===== config.mk =====
export PLATFORM = sky130hd
export DESIGN_NAME = countdown_timer
export DESIGN_NICKNAME = d
export VERILOG_FILES = /design/src/rtl/countdown_timer.sv
export SDC_FILE = /design/constraint.sdc
export NUM_CORES = 1
export LEC_CHECK = 0
export CAP_MARGIN = 0
export CORE_ASPECT_RATIO = 0.8
export CORE_MARGIN = 2
export CORE_UTILIZATION = 40
export DETAILED_ROUTE_END_ITERATION = 10
export PLACE_DENSITY = 0.66
export SYNTH_ARGS = -nofsm -noshare
export SYNTH_HDL_FRONTEND = slang
export SYNTH_SLANG_ARGS = --single-unit

===== constraint.sdc =====
create_clock -name clk -period 2.71 [get_ports clk]
set_input_delay 0.542 -clock clk [delete_from_list [all_inputs] [get_ports clk]]
set_output_delay 0.542 -clock clk [all_outputs]
set_load 0.02 [all_outputs]

===== src/rtl/countdown_timer.sv =====
// Loadable down-counting timer: start value accepted on a valid/ready handshake,
// one decrement every (prescale+1) clocks, one-cycle done strobe, optional auto-reload.
module countdown_timer #(
  parameter int WIDTH      = 8,
  parameter int PRESCALE_W = 4
) (
  input  logic                  clk,
  input  logic                  rst,
  input  logic                  load_valid,
  output logic                  load_ready,
  input  logic [WIDTH-1:0]      load_value,
  input  logic [PRESCALE_W-1:0] prescale,
  input  logic                  auto_reload,
  input  logic                  abort,
  output logic [WIDTH-1:0]      current_count,
  output logic                  busy,
  output logic                  done_pulse
);

  // Handshake: a load transfers on any rising edge where load_valid && load_ready;
  // load_ready is high only in IDLE, and load_valid in RUN is dropped, never queued.

  typedef enum logic {IDLE = 1'b0, RUN = 1'b1} state_t;

  state_t                state_q, state_d;
  logic [WIDTH-1:0]      count_q;
  logic [WIDTH-1:0]      reload_q;
  logic [PRESCALE_W-1:0] pre_q;
  logic [PRESCALE_W-1:0] p_q;
  logic                  ar_q;
  logic                  done_q;
  logic                  load_fire;
  logic                  tick;
  logic                  last_tick;

  assign load_fire = load_valid && (state_q == IDLE);
  assign tick      = (state_q == RUN) && (pre_q == p_q);
  assign last_tick = tick && (count_q == WIDTH'(1));

  // State register
  always_ff @(posedge clk or posedge rst) begin
    if (rst) state_q <= IDLE;
    else     state_q <= state_d;
  end

  // Next-state logic; abort outranks a coincident tick
  always_comb begin
    state_d = state_q;
    case (state_q)
      IDLE: if (load_fire && (load_value != '0)) state_d = RUN;
      RUN: begin
        if (abort)                   state_d = IDLE;
        else if (last_tick && !ar_q) state_d = IDLE;
      end
      default: state_d = IDLE;
    endcase
  end

  // Output logic
  always_comb begin
    load_ready    = (state_q == IDLE);
    busy          = (state_q == RUN);
    current_count = count_q;
    done_pulse    = done_q;
  end

  // Datapath: count, prescaler and captured load parameters
  always_ff @(posedge clk or posedge rst) begin
    if (rst) begin
      count_q  <= '0;
      reload_q <= '0;
      pre_q    <= '0;
      p_q      <= '0;
      ar_q     <= 1'b0;
      done_q   <= 1'b0;
    end else begin
      done_q <= 1'b0;
      if (state_q == IDLE) begin
        if (load_fire) begin
          count_q  <= load_value;
          reload_q <= load_value;
          p_q      <= prescale;
          ar_q     <= auto_reload;
          pre_q    <= '0;
          done_q   <= (load_value == '0);
        end
      end else if (abort) begin
        pre_q <= '0;
      end else if (tick) begin
        pre_q <= '0;
        if (count_q > WIDTH'(1)) begin
          count_q <= count_q - WIDTH'(1);
        end else if (last_tick) begin
          done_q  <= 1'b1;
          count_q <= ar_q ? reload_q : '0;
        end
      end else begin
        pre_q <= pre_q + PRESCALE_W'(1);
      end
    end
  end

endmodule


Word level (Yosys, flattened, before mapping) --
Index checks and enable logic that the tools add are counted.
Word-level totals: input bits 17, register bits after elaboration 27
Operators by class: multiplexer cells 21, bitwise gates (word level) 1, $add $sub $neg 2, $lt $le $gt $ge 1, equal/unequal tests 5, reduce and logical (&&, ||, !) cells 11
Operators by type and width (count):
- $mux 8 | 7
- $mux 4 | 4
- $mux 1 | 9
- $eq 8x1->1 const B | 1
- $gt 8x1->1 const B | 1
- $logic_not 8->1 | 1
- $reduce_bool 8->1 | 1
- $sub 8x1->8 const B | 1
- $logic_and 1x1->1 | 5
- $add 4x1->4 const B | 1
- $eq 4x4->1 | 1
- $reduce_and 4->1 | 1
- $ne 3x1->1 const B | 1
- $ne 2x1->1 const B | 1
- $ne 2x2->1 const B | 1
- $pmux 1 s2 | 1
- $reduce_and 2->1 | 1
- $reduce_bool 2->1 | 1
- $logic_not 1->1 | 1
- $not 1->1 | 1

Longest topological paths before layout --
depth in word-level cells 8, mapped depth 8, gate-level depth less buffers 7

Worst setup path after synthesis --
No wires, ideal clock.
path type register to register, start reg count_q[0], in the netlist current_count[0], end reg count_q[5], in the netlist current_count[5], slack 0.553 ns, arrival time 2.039 ns, path buffers 1, cell stages (with the launch flop) 8, required time 2.592 ns, cells stage by stage dfrtp_1 > inv_1 > ha_1 > or3b_1 > or3_1 > a31o_4 > buf_6 > a21o_1
Between the ends: word-level cells in the longest chain between the ends 5
RTL lines:
- start: declaration | line 26 | logic [WIDTH-1:0] count_q;
- start signal: assignment | line 80 | count_q <= load_value;
- start signal: assignment | line 92 | count_q <= count_q - WIDTH'(1);
- start signal: assignment | line 95 | count_q <= ar_q ? reload_q : '0;
- $sub 8x1->8 / $gt 8x1->1 (equally long branches) | line 92, 91
- $mux 8 | line 91 | if (count_q > WIDTH'(1)) begin
- $mux 8 | line 89 | end else if (tick) begin
- $mux 8 | line 87 | end else if (abort) begin
- $mux 8 | line 78 | if (state_q == IDLE) begin
Parallel ways exist; a longest one is shown, timed or not. The select of a mux whose other input is x is not followed. A chain may end at the register's enable or synchronous reset.

Final worst setup path --
start reg count_q[0], in the netlist current_count[0], end reg count_q[4], in the netlist current_count[4]
The elaborated chain is that of the path after synthesis.

==> results.md <==
* FF+latch count, synth at 27
* CP Data Required Time at 2.87 ns
* Register-to-register setup slack at 0.56 ns
* Worst-Margin Slew at 0.6253 ns
* Share of the synthesized area in the top cell type at 45.92%
* Reg2Reg Depth at 7
* Cell taking the most area after synthesis: dfrtp_1
* Die W at 71.81 µm
* TritonCTS Buffers at 3
* Mapped Cells at 173
* Crit-path max cell delay at 0.45 ns
* Clock Tree Buf Depth at 2
* Minimum clock period at 2.151 ns
* Avg Inst Size Synth at 8.505 µm²
* Setup CP Type: flop to flop
* Routed vias at 1338
* Layout cells sized above 1 at 4.975%
* Clock Sinks at 27
* Total number of yosys warnings at 0
* Family with the most delay on the worst path: simple AND/OR/NAND/NOR gates
* WHS Endpoint: reload_q[2]
* Sequential fraction of the synthesis area at 45.92%
* Rows at 19
* Fin util at 52.56%
* Synth Area in Compound Gates at 14.63%
* Multiplexer share of the synthesized area at 1.446%
* Post-synthesis cell type count at 39
* Initial DRC count at 115
* Initial antenna violation count at 0
* Mapped Area at 0.001471 mm²
* Max rail drop VDD at 434.0 µV
* Die Y at 58.25 µm
* HPWL after DPL at 2523 µm
* Overall routing resource usage at 17.80%
* IO Pins at 28
* Pleak at 0.8165 nW
* Status: finished clean
* Critical R2R Capture: current_count[4]
* XOR/XNOR Fraction of Synth Area at 3.571%
* Final wirelength at 3519 µm
* Post-DR wirelength/cell at 14.48 µm
* Worst hold stages at 2
* Final cycle utilization of the critical path at 79.37%
* Vias in the first global route at 1213
* Max Clk Rate at 464.9 MHz
* Gr ovfl total at 0
* Worst path arrival time at 2.31 ns
* H-tree Lvls at 1
* Initial core utilization at 42.39%
* Dominant cells by area after synthesis: dfrtp_1, nand2_1, xor2_1
* Buf+Inv Stages, Crit Path at 1
* Drt via density at 5.506
* Worst Hold Launch: reload_q[2]
* Routability cong. at 0.9734
* Final slew viol count at 0
* Reg2reg start: current_count[0]
* Area grow syn2layout at 23.98%
* Diodes inserted at 0
* Post_cts resized at 0
* Pwr/cell area at 1027 mW/mm²
* Clk_skew at 0.007321 ns
* CP startpoint kind: flop
* Main combinational cell family by area after synthesis: simple AND/OR/NAND/NOR gates
* # port buffers at 27
* Worst-path clk slew at 0.10 ns
* Core Region at 0.003471 mm²
* Die Area at 0.004183 mm²
* Post-CTS Hold Buffers at 0
* Post-synth net total at 193
* Crit-path max FO at 15
* Post-Synth Adder-Cell Area at 2.551%
* Max-Cap Viols at 0
* Total iterations of the first detailed-routing run at 4
* NumNets Final at 222
* Crit path cell chain: inv_1 -> ha_1 -> or3b_1 -> or3_1 -> a31o_4 -> o211ai_1 -> nand4_1
* DRC violations left at 0
* CTS tree: built
* Endpoints failing setup at 0
* Fill cells at 322
* Hold crit path type: flop to flop
* Post-Synth Simple-Gate Area at 28.06%
* RSZ-0062 raised after global routing: false
* Slowest CP cell: or3b_1
* CP endpoint kind: flop
* Worst-skew pair later-pin latency at 0.27 ns
* Largest net degree at the start of global routing at 28
* First-pass GRT wire length at 5851 µm
* Fin. Hold Viols at 0
* Total Neg Setup Slack at 0 ns
* Clk root buf: clkbuf_8
* Setup Fix Bufs, Post-CTS at 0
* Slew margin rel. at 57.93%
* Routed Antenna Nets at 0
[tightest hold or removal path, delay by kind of cell (launching register included)]
family | cells | cell delay (ns)
flip-flops | 1 | 0.35
AND/OR/NAND/NOR | 2 | 0.11
[worst max path at each step]
stage	cells past startpoint	end	start
finish	7	current_count[4]	current_count[0]
detailed placement	7	current_count[4]	current_count[0]
floorplan	7	current_count[5]	current_count[0]
global route	5	current_count[3]	current_count[4]
CTS	7	current_count[4]	current_count[0]
global placement	7	current_count[4]	current_count[0]
[synthesized netlist by cell type, drive strengths merged]
library cell / count
o311ai: 1
nor4: 5
or3: 1
nor4b: 1
nor2: 13
nor3: 3
o211ai: 2
a21o: 2
nor2b: 1
o2bb2ai: 1
clkinv: 1
a31o: 1
o22ai: 2
buf: 2
a21oi: 3
mux2: 1
a31oi: 6
a22oi: 1
mux2i: 1
clkbuf: 4
or2: 1
inv: 4
and3: 1
a221o: 1
o31ai: 2
o21ai: 6
xor2: 6
o21bai: 1
ha: 3
or4: 2
a21boi: 2
nand4: 2
nand2b: 1
or3b: 1
nand3: 7
dfrtp: 27
nand2: 54
[layout make-up]
type	count	area (µm²)	area share, %
repair buffers	30	292.8	16.05
well taps	42	52.55	2.881
inverters	5	18.77	1.029
clock buffers	4	45.04	2.469
multi-input cells	135	739.5	40.53
flip-flops and latches	27	675.6	37.04
[sequential cells by signal, indices dropped and copies added, names as in the netlist]
name           flops
done_pulse         1
reload_q           8
busy               1
pre_q              4
p_q                4
ar_q               1
current_count      8
[cells in the final DEF, fill, tap and decap left out, types with 3 or more instances in the layout]
master	Yosys	final
a21oi_1	3	3
a31oi_1	6	6
buf_4	0	3
clkbuf_8	0	3
clkdlybuf4s50_1	0	27
dfrtp_1	27	27
ha_1	3	3
inv_1	4	4
nand2_1	54	54
nand3_1	7	7
nor2_1	13	13
nor3_1	3	3
nor4_1	5	5
o21ai_0	6	6
xor2_1	6	6
[metal layers]
layer  track usage [%]  up-vias  part of all wire, %
li1                  -      659                    -
met1             25.91      629                   49
met2             27.12       46                   44
met3             3.826        4                  6.4
met4             4.582        0                 0.60
met5                 0        -                    0
[power breakdown]
part	total, mW	switching (mW)	leakage (nW)	internal, mW
combinational	0.884	0.490	0.465	0.394
clock	0.231	0.126	0.0228	0.105
sequential	0.759	0.188	0.328	0.572
[kinds of logic after synthesis]
kind of cell	after synthesis
fa+ha+maj	3
xor+xnor	6
flops	27
mux	2
compound gates	31
buf+inv	11
simple gates	93
[per-stage QoR]
| stage | worst slack (ns) | total power, mW | std cells | instance area (µm²) | hold slack (ns) |
|---|---|---|---|---|---|
| detailed placement | 0.5564 | 1.650 | 239 | 1779 | 0.4705 |
| finish | 0.5590 | 1.874 | 243 | 1824 | 0.4938 |
| global placement | 0.6129 | 1.629 | 239 | 1779 | 0.4617 |
| CTS | 0.5512 | 1.887 | 243 | 1824 | 0.4953 |
| floorplan | 0.5525 | 1.337 | 173 | 1471 | 0.4453 |
| global route | 0.4014 | 2.022 | 243 | 1824 | 0.5101 |
Note: power is estimated with default switching activity, not from simulation.
